<file path="src/rtl/hazard_forward_unit_if.sv">
// Bundle between the ID/EX hazard unit and the pipeline: operand/stage address inputs,
// forwarding selects, stall and multi-cycle scoreboard status.
interface hazard_forward_unit_if #(
  parameter int NSRC = 2,
  parameter int NSTG = 2,
  parameter int RW   = 5,
  parameter int MCW  = 6
);
  localparam int SW = $clog2(NSTG + 1);

  logic [NSRC*RW-1:0] id_rs_i;
  logic [NSRC-1:0]    id_rs_used_i;
  logic [NSTG*RW-1:0] stg_rd_i;
  logic [NSTG-1:0]    stg_wen_i;
  logic [NSTG-1:0]    stg_load_i;
  logic               hold_i;
  logic               mc_start_i;
  logic [RW-1:0]      mc_rd_i;
  logic [MCW-1:0]     mc_lat_i;
  logic [NSRC*SW-1:0] fwd_sel_o;
  logic               stall_o;
  logic               mc_busy_o;
  logic               mc_done_o;
  logic               err_o;

  modport master (
    output id_rs_i, id_rs_used_i, stg_rd_i, stg_wen_i, stg_load_i, hold_i,
           mc_start_i, mc_rd_i, mc_lat_i,
    input  fwd_sel_o, stall_o, mc_busy_o, mc_done_o, err_o
  );

  modport slave (
    input  id_rs_i, id_rs_used_i, stg_rd_i, stg_wen_i, stg_load_i, hold_i,
           mc_start_i, mc_rd_i, mc_lat_i,
    output fwd_sel_o, stall_o, mc_busy_o, mc_done_o, err_o
  );
endinterface

</file>
<file path="src/rtl/hazard_forward_unit.sv">
// Operand forwarding selects, load-use stall counter and a single-entry scoreboard
// for one multi-cycle functional unit, sitting beside the ID/EX boundary.
module hazard_forward_unit #(
  parameter int NSRC  = 2,
  parameter int NSTG  = 2,
  parameter int RW    = 5,
  parameter int LDLAT = 1,
  parameter int MCW   = 6
) (
  input  logic                  clk_i,
  input  logic                  reset_i,
  hazard_forward_unit_if.slave  bus
);
  localparam int SW = $clog2(NSTG + 1);
  localparam int LW = (LDLAT > 1) ? $clog2(LDLAT) : 1;

  typedef enum logic {LU_IDLE, LU_COUNT} lu_state_t;
  typedef enum logic {MC_IDLE, MC_BUSY}  mc_state_t;

  lu_state_t        lu_state_q, lu_state_d;
  logic [LW-1:0]    lu_cnt_q, lu_cnt_d;
  mc_state_t        mc_state_q, mc_state_d;
  logic [MCW-1:0]   mc_cnt_q, mc_cnt_d;
  logic [RW-1:0]    mc_rd_q, mc_rd_d;
  logic             mc_done_q, mc_done_d;
  logic             err_q, err_d;

  logic [NSRC*SW-1:0] fwd_sel;
  logic [NSRC-1:0]    lu_hit_k;
  logic [NSRC-1:0]    mc_hit_k;
  logic               lu_hit;
  logic               mc_busy;
  logic               waw_hit;
  logic               mc_hit;
  logic [MCW-1:0]     mc_lat_eff;

  genvar gi;
  generate
    for (gi = 0; gi < NSRC; gi++) begin : g_src
      logic [RW-1:0] rs;
      logic [SW-1:0] sel;
      logic          used;

      assign rs   = bus.id_rs_i[gi*RW +: RW];
      assign used = bus.id_rs_used_i[gi];

      // Scan furthest-to-nearest so the nearest matching stage wins.
      always_comb begin
        sel = '0;
        for (int j = NSTG; j >= 1; j--) begin
          if (bus.stg_wen_i[j-1] && (bus.stg_rd_i[(j-1)*RW +: RW] == rs) && (rs != '0)) begin
            sel = SW'(j);
          end
        end
      end

      assign fwd_sel[gi*SW +: SW] = sel;
      assign lu_hit_k[gi] = used && (sel == SW'(1)) && bus.stg_load_i[0];
      assign mc_hit_k[gi] = used && (rs != '0) && (rs == mc_rd_q);
    end

    if (NSTG > 1) begin : g_unused_load
      logic unused_load;
      assign unused_load = ^bus.stg_load_i[NSTG-1:1];
    end
  endgenerate

  assign lu_hit     = |lu_hit_k;
  assign mc_busy    = (mc_state_q == MC_BUSY);
  assign waw_hit    = bus.stg_wen_i[0] && (bus.stg_rd_i[RW-1:0] == mc_rd_q);
  assign mc_hit     = mc_busy && ((|mc_hit_k) || waw_hit);
  assign mc_lat_eff = (bus.mc_lat_i == '0) ? MCW'(1) : bus.mc_lat_i;

  always_ff @(posedge clk_i) begin
    if (reset_i) begin
      lu_state_q <= LU_IDLE;
      lu_cnt_q   <= '0;
      mc_state_q <= MC_IDLE;
      mc_cnt_q   <= '0;
      mc_rd_q    <= '0;
      mc_done_q  <= 1'b0;
      err_q      <= 1'b0;
    end else begin
      lu_state_q <= lu_state_d;
      lu_cnt_q   <= lu_cnt_d;
      mc_state_q <= mc_state_d;
      mc_cnt_q   <= mc_cnt_d;
      mc_rd_q    <= mc_rd_d;
      mc_done_q  <= mc_done_d;
      err_q      <= err_d;
    end
  end

  // The load-use bubble already counts as the first stall cycle, so LDLAT-1 remain.
  always_comb begin
    lu_state_d = lu_state_q;
    lu_cnt_d   = lu_cnt_q;
    case (lu_state_q)
      LU_IDLE: begin
        if (lu_hit && !bus.hold_i && (LDLAT > 1)) begin
          lu_cnt_d   = LW'(LDLAT - 1);
          lu_state_d = LU_COUNT;
        end
      end
      LU_COUNT: begin
        if (!bus.hold_i) begin
          lu_cnt_d = lu_cnt_q - LW'(1);
          if (lu_cnt_q == LW'(1)) begin
            lu_state_d = LU_IDLE;
          end
        end
      end
      default: lu_state_d = LU_IDLE;
    endcase
  end

  always_comb begin
    mc_state_d = mc_state_q;
    mc_cnt_d   = mc_cnt_q;
    mc_rd_d    = mc_rd_q;
    mc_done_d  = 1'b0;
    err_d      = err_q;
    case (mc_state_q)
      MC_IDLE: begin
        if (bus.mc_start_i) begin
          mc_cnt_d   = mc_lat_eff;
          mc_rd_d    = bus.mc_rd_i;
          mc_state_d = MC_BUSY;
        end
      end
      MC_BUSY: begin
        mc_cnt_d = mc_cnt_q - MCW'(1);
        if (mc_cnt_q == MCW'(1)) begin
          mc_done_d = 1'b1;
          // A start landing on the final cycle chains straight into a new op.
          if (bus.mc_start_i) begin
            mc_cnt_d = mc_lat_eff;
            mc_rd_d  = bus.mc_rd_i;
          end else begin
            mc_state_d = MC_IDLE;
          end
        end else if (bus.mc_start_i) begin
          err_d = 1'b1;
        end
      end
      default: mc_state_d = MC_IDLE;
    endcase
  end

  always_comb begin
    bus.fwd_sel_o = reset_i ? '0 : fwd_sel;
    bus.stall_o   = !reset_i && (lu_hit || (lu_state_q == LU_COUNT) || mc_hit);
    bus.mc_busy_o = mc_busy;
    bus.mc_done_o = mc_done_q;
    bus.err_o     = err_q;
  end
endmodule
</file>
<file path="src/flat_wrapper.sv">
// flat-port wrapper written by rule: the top's interface ports become plain ports
module hazard_forward_unit_flat 
#(
  parameter int NSRC  = 2,
  parameter int NSTG  = 2,
  parameter int RW    = 5,
  parameter int LDLAT = 1,
  parameter int MCW   = 6
)
  (clk_i, reset_i, bus_id_rs_i, bus_id_rs_used_i, bus_stg_rd_i, bus_stg_wen_i, bus_stg_load_i, bus_hold_i, bus_mc_start_i, bus_mc_rd_i, bus_mc_lat_i, bus_fwd_sel_o, bus_stall_o, bus_mc_busy_o, bus_mc_done_o, bus_err_o);
  hazard_forward_unit_if #(.NSRC(NSRC), .NSTG(NSTG), .RW(RW), .MCW(MCW)) bus_i ();
  input  logic clk_i;
  input  logic reset_i;
  input wire logic [$bits(bus_i.id_rs_i)-1:0] bus_id_rs_i;
  input wire logic [$bits(bus_i.id_rs_used_i)-1:0] bus_id_rs_used_i;
  input wire logic [$bits(bus_i.stg_rd_i)-1:0] bus_stg_rd_i;
  input wire logic [$bits(bus_i.stg_wen_i)-1:0] bus_stg_wen_i;
  input wire logic [$bits(bus_i.stg_load_i)-1:0] bus_stg_load_i;
  input wire logic [$bits(bus_i.hold_i)-1:0] bus_hold_i;
  input wire logic [$bits(bus_i.mc_start_i)-1:0] bus_mc_start_i;
  input wire logic [$bits(bus_i.mc_rd_i)-1:0] bus_mc_rd_i;
  input wire logic [$bits(bus_i.mc_lat_i)-1:0] bus_mc_lat_i;
  output wire logic [$bits(bus_i.fwd_sel_o)-1:0] bus_fwd_sel_o;
  output wire logic [$bits(bus_i.stall_o)-1:0] bus_stall_o;
  output wire logic [$bits(bus_i.mc_busy_o)-1:0] bus_mc_busy_o;
  output wire logic [$bits(bus_i.mc_done_o)-1:0] bus_mc_done_o;
  output wire logic [$bits(bus_i.err_o)-1:0] bus_err_o;
  assign bus_i.id_rs_i = bus_id_rs_i;
  assign bus_i.id_rs_used_i = bus_id_rs_used_i;
  assign bus_i.stg_rd_i = bus_stg_rd_i;
  assign bus_i.stg_wen_i = bus_stg_wen_i;
  assign bus_i.stg_load_i = bus_stg_load_i;
  assign bus_i.hold_i = bus_hold_i;
  assign bus_i.mc_start_i = bus_mc_start_i;
  assign bus_i.mc_rd_i = bus_mc_rd_i;
  assign bus_i.mc_lat_i = bus_mc_lat_i;
  assign bus_fwd_sel_o = bus_i.fwd_sel_o;
  assign bus_stall_o = bus_i.stall_o;
  assign bus_mc_busy_o = bus_i.mc_busy_o;
  assign bus_mc_done_o = bus_i.mc_done_o;
  assign bus_err_o = bus_i.err_o;
  hazard_forward_unit #(.NSRC(NSRC), .NSTG(NSTG), .RW(RW), .LDLAT(LDLAT), .MCW(MCW)) u_core (.clk_i(clk_i), .reset_i(reset_i), .bus(bus_i));
endmodule
</file>
<file path="config.mk">
export PLATFORM = sky130hd
export DESIGN_NAME = hazard_forward_unit_flat
export DESIGN_NICKNAME = d
export VERILOG_FILES = /design/src/rtl/hazard_forward_unit_if.sv /design/src/rtl/hazard_forward_unit.sv /design/src/flat_wrapper.sv
export SDC_FILE = /design/constraint.sdc
export NUM_CORES = 1
export LEC_CHECK = 0
export ABC_AREA = 1
export CAP_MARGIN = 15
export CORE_ASPECT_RATIO = 1.4
export CORE_UTILIZATION = 40
export CTS_CLUSTER_SIZE = 8
export DETAILED_ROUTE_END_ITERATION = 7
export PLACE_DENSITY_LB_ADDON = 0.12
export REMOVE_ABC_BUFFERS = 1
export SYNTH_ARGS = -nofsm -noshare
export SYNTH_HDL_FRONTEND = slang
export SYNTH_SLANG_ARGS = --single-unit
</file>
<file path="constraint.sdc">
create_clock -name clk_i -period 1.2 [get_ports clk_i]
set_input_delay 0.18 -clock clk_i [delete_from_list [all_inputs] [get_ports clk_i]]
set_output_delay 0.18 -clock clk_i [all_outputs]
set_load 0.02 [all_outputs]
</file>
# ---- Word level (Yosys, flattened, before mapping)
# Cells that the tools add are included.
dict set report totals {
  ff_bits 16
  in_bits 41
  output_inout_bits 8
  word_cells 76
}
dict set report op_classes {
  add_sub_neg 2
  n_eq_ne 12
  n_mux 19
  n_bitwise 4
  reduce_logical 32
}
# operator n
set ops {}
lappend ops {{$eq 5x5->1} 7}
lappend ops {{$mux 6} 4}
lappend ops {{$logic_and 1x1->1} 19}
lappend ops {{$pmux 6 s2} 1}
lappend ops {{$mux 5} 2}
lappend ops {{$pmux 5 s2} 1}
lappend ops {{$reduce_bool 5->1} 2}
lappend ops {{$mux 2} 4}
lappend ops {{$reduce_or 2->1} 4}
lappend ops {{$eq 6x1->1 const B} 1}
lappend ops {{$logic_not 6->1} 1}
lappend ops {{$sub 6x1->6 const B} 1}
lappend ops {{$mux 1} 5}
lappend ops {{$eq 2x1->1 const B} 2}
lappend ops {{$mux 4} 1}
lappend ops {{$ne 2x2->1 const B} 2}
lappend ops {{$not 1->1} 4}
lappend ops {{$logic_or 1x1->1} 3}
lappend ops {{$reduce_and 3->1} 1}
lappend ops {{$pmux 1 s2} 1}
lappend ops {{$reduce_and 2->1} 1}
lappend ops {{$logic_not 1->1} 1}
lappend ops {{$sub 1x1->1 const B} 1}

# ---- Depth between registers and ports, before layout
dict set report depth {
  ltp_word 12
  mapped_depth 10
}

# ---- Worst setup path before layout
# OpenSTA, ideal clock, no wires.
dict set report synth_timing {
  path_type {input to output}
  start {in bus_id_rs_i[6]}
  end {out bus_fwd_sel_o[3]}
  arrival_time_ps 976
  path_slack_ps 44
  cell_stages 7
  n_path_buf 0
  cell_sequence {inv_1 -> nand3_1 -> nor2_2 -> nor2_1 -> nand2_1 -> nand3b_1 -> nor3_2}
}
dict set report synth_between {
  elab_chain_len 6
  elab_cells_between_ends 10
}
# element line
set synth_lines {}
lappend synth_lines {{from (decl)} flat_wrapper.sv:14} ;# input wire logic [$bits(bus_i.id_rs_i)-1:0] bus_id_rs_i;
lappend synth_lines {{$eq 5x5->1} hazard_forward_unit.sv:51} ;# if (bus.stg_wen_i[j-1] && (bus.stg_rd_i[(j-1)*RW +: RW] == rs) && (rs != '0)) begin
lappend synth_lines {{$logic_and 1x1->1 (2 in a row)} hazard_forward_unit.sv:51}
lappend synth_lines {{$mux 2} hazard_forward_unit.sv:51}
lappend synth_lines {{$mux 2 (*)} hazard_forward_unit.sv:51}
lappend synth_lines {{$mux 4 (*)} hazard_forward_unit.sv:151} ;# bus.fwd_sel_o = reset_i ? '0 : fwd_sel;
lappend synth_lines {{to (decl)} flat_wrapper.sv:23} ;# output wire logic [$bits(bus_i.fwd_sel_o)-1:0] bus_fwd_sel_o;
# Every way passes the cells marked *; elsewhere a longest branch is shown, timed or not.

# ---- Final worst setup path
dict set report layout_timing {
  start {reg u_core.mc_rd_q[0]}
  end {out bus_stall_o}
}
dict set report layout_between {
  elab_chain_len 7
  elab_cells_between_ends 11
}
# element line
set layout_lines {}
lappend layout_lines {{from (decl)} hazard_forward_unit.sv:24} ;# logic [RW-1:0] mc_rd_q, mc_rd_d;
lappend layout_lines {{from (signal assigned)} hazard_forward_unit.sv:88} ;# mc_rd_q <= mc_rd_d;
lappend layout_lines {{$eq 5x5->1} hazard_forward_unit.sv:59} ;# assign mc_hit_k[gi] = used && (rs != '0) && (rs == mc_rd_q);
lappend layout_lines {{$logic_and 1x1->1} hazard_forward_unit.sv:59}
lappend layout_lines {{$reduce_or 2->1} hazard_forward_unit.sv:71} ;# assign mc_hit = mc_busy && ((|mc_hit_k) || waw_hit);
lappend layout_lines {{$logic_or 1x1->1 (*)} hazard_forward_unit.sv:71}
lappend layout_lines {{$logic_and 1x1->1 (*)} hazard_forward_unit.sv:71}
lappend layout_lines {{$logic_or 1x1->1 (*)} hazard_forward_unit.sv:152} ;# bus.stall_o = !reset_i && (lu_hit || (lu_state_q == LU_COUNT) || mc_hit);
lappend layout_lines {{$logic_and 1x1->1 (*)} hazard_forward_unit.sv:152}
lappend layout_lines {{to (decl)} flat_wrapper.sv:24} ;# output wire logic [$bits(bus_i.stall_o)-1:0] bus_stall_o;
# Marked as above.

==> metrics <==
Sw Ratio 38.51%; Critical Path Max Stage Delay 0.38 ns; type of origin of the critical path register; worst path buffer plus inverter count 2; reg2reg start u_core.mc_cnt_q[1]; drt total wl 7.720 mm; I/O pin count 49; NetSw 0.0008361 W; fin area 2929 sq um; synth top area cells dfxtp_1 (22%), nand2_1 (18%), inv_1 (9.2%); Overflow after GRT 0; pwr/cell area 741.2 nW/um^2; Post-DRT Antenna Nets 0; first-pass GRT wire length 9.646 mm; average wire per standard cell 19.59 um; EDFF count, synth 0; CTS Buf Count 3; Leak 1.373 nW; vias 2306; Die ar. 3909 sq um; clk_lat worst skew 0.25 ns; Core Region 3441 sq um; sequential group share of total power 29.3%; H-tree depth 1; Peak supply drop 0.0008271 V; worst-path cell chain inv_4 -> nand2_1 -> o21ai_0 -> nor2_1 -> nand3_1 -> nand3_1 -> nand2_1 -> nand3_2 -> buf_6; FF+latch count, synth 16; CP Capture Type primary output; Finish-stage setup viols 11; Clk pwr share 18.2%; sequential element share of the synthesized area 21.88%; power share of the combinational group 52.5%; Post-synth top cells nand2_1 (69), inv_1 (36), nor2_1 (25), a21oi_1 (16), dfxtp_1 (16); status finished with violations; area grow syn2layout 100.1%; CP max stage cell dfxtp_4; worst endpoint required time 1.02 ns; main flop type after synthesis dfxtp_1; dpl cell area 2262 sq um; RR Endpoint u_core.mc_cnt_q[0]; vias in the first global route 2100; clk_skew 0.003472 ns; Levels on crit path 9; Sink Count 16; Pwr Total 0.002171 W; FFs w/ async S/R, synth 0%; Setup crit start u_core.mc_rd_q[0]; # nets final 399; GRT Total Usage 34.65%; slew margin rel. 83.74%; Yosys warning count 0; Final Max Slew Viols 0; effective utilization at floorplan 42.55%; syn avg cell area 5.832 sq um; TNS Setup -1.362 ns; RSZ-0062 raised after global routing true; Fin. Hold Viols 0; Synth Instances 251; post-synth top area cell dfxtp_1; Reg2Reg Setup Slack -0.07 ns; post-layout util 85.13%; Cell Area, Synth 1464 sq um; IO Port Bufs 47; initial antenna violation count 0; ant diodes 0; largest net degree at the start of global routing 13; drt via density 5.853; CP top delay family simple AND/OR/NAND/NOR gates; Synth cell types 32; period utilisation layout 142.7%; Row Count 25; final setup margin -0.5125 ns; TritonCTS clock tree done; CP endpoint bus_stall_o; Die Span X 53.13 um; Clock Pin Slew Worst Setup and Hold Paths 0.06 ns; Worst Path Max Fanout 5; drt first pass iters 5; DPL Wire Length 3.863 mm; share of the synthesized area in the top cell type 21.88%; Max Cap Viol 0; drt drc 0; Routability Congestion 0.9276; top-count cell post-synth nand2_1; CTS Root Cell clkbuf_8; internal power 0.001335 W; violated checks setup timing; Max Freq 584.0 MHz; Post-Place Setup Slack -1.012 ns; Worst-Margin Slew 0.2431 ns; critical path arrival 1.53 ns; WS Path Type reg -> out; share of layout cells above drive strength 1 56.78%; Die H 73.58 um; clock period minus worst slack 1.712 ns; CTS max path bufs 2; Hold Crit Class in -> reg; Iteration-0 DRC Markers 181; r2r worst-path depth 7
[state kept, by name, indices dropped and copies added, names as in the netlist]
signal,count
u_core.mc_cnt_q,6
u_core.lu_cnt_q,1
u_core.bus.mc_busy_o,1
u_core.bus.mc_done_o,1
u_core.mc_rd_q,5
u_core.lu_state_q,1
u_core.bus.err_o,1
[power by group through the flow]
stage | sequential [W] | combinational (W) | clock, W
2_1_floorplan | 0.000629 | 0.000363 | 0
3_3_place_gp | 0.000627 | 0.000751 | 0
3_5_place_dp | 0.000628 | 0.000761 | 0
4_1_cts | 0.000627 | 0.000897 | 0.000396
5_1_grt | 0.000637 | 0.00121 | 0.000419
6_report | 0.000635 | 0.00114 | 0.000396
[timing repair]
action,CTS,global route
gates cloned,1,0
pin swaps,42,47
setup endpoints to repair,19,13
buffers inserted,10,5
hold buffers,0,0
gates resized for setup,226,95
[placed cells by master (no fill, tap or decap), types with 3 or more instances in the layout]
master and n:
buf_8 3, clkdlybuf4s50_1 14, a21oi_1 11, nand2_1 45, nor2_2 6, xor2_1 7, dfxtp_2 6, o21ai_1 6
clkbuf_8 3, nand3_4 3, o21ai_0 4, nand2_4 9, inv_4 7, nand3_2 5, buf_2 5, nor2_4 9
inv_2 14, inv_6 3, inv_8 4, o21ai_2 10, a21oi_2 8, buf_6 14, dfxtp_1 8, nand3_1 9
dlygate4sd2_1 3, o22ai_1 3, buf_4 51, nand2_2 17, nor2_1 16, buf_12 5, inv_1 16
[logic make-up (layout without fill, tap and decap cells)]
| family | after synthesis | in the layout | share of synthesized area, % |
|---|---|---|---|
| buffers and inverters | 47 | 149 | 12.56 |
| flip-flops | 16 | 16 | 21.88 |
| adder cells (fa/ha/maj) | 2 | 2 | 1.709 |
| AND/OR/NAND/NOR | 124 | 125 | 37.01 |
| AO/OA/AOI/OAI | 50 | 50 | 19.66 |
| XOR/XNOR | 12 | 12 | 7.179 |
[cell type report]
type                    count  area, sq um
multi-input cells         189         1330
repair buffers            101        928.4
fillers                   172        511.7
flip-flops and latches     16        335.3
inverters                  45        244.0
well taps                  40        50.05
clock buffers               3        41.29
[stage by stage]
stage | cells | hold WS (ns)
floorplan | 249 | 0.2491
global placement | 375 | 0.4375
detailed placement | 375 | 0.4433
CTS | 389 | 0.4512
global route | 394 | 0.3996
finish | 394 | 0.4041
[layer usage]
layer  global-route usage [%]  share of wire (%)  up-vias
met3                    9.731                9.1       57
met4                    29.24                7.6        0
met5                        0                  0        -
met2                    59.92                 51      177
li1                         -                  -     1011
met1                    32.42                 32     1061
[worst min path at each step]
stage                         start              endpoint  slack [ns]  cells after the start
floorplan                   reset_i  u_core.bus.mc_busy_o        0.25                      1
global placement    u_core.lu_cnt_q     u_core.lu_state_q        0.44                      1
detailed placement  u_core.lu_cnt_q     u_core.lu_state_q        0.44                      1
CTS                 u_core.lu_cnt_q     u_core.lu_state_q        0.45                      1
global route                reset_i    u_core.mc_cnt_q[0]        0.40                      3
finish                      reset_i    u_core.mc_cnt_q[0]        0.40                      3
[worst register-to-register path, delay by kind of cell, from the launching register on]
| kind | cells | cell delay (ns) |
|---|---|---|
| and+or+nand+nor | 2 | 0.36 |
| DFF | 1 | 0.32 |
| AOI/OAI and AO/OA | 2 | 0.19 |
| buffers and inverters | 2 | 0.15 |
| adders and majority gates | 1 | 0.15 |
Power figures use the tool's default switching activity.
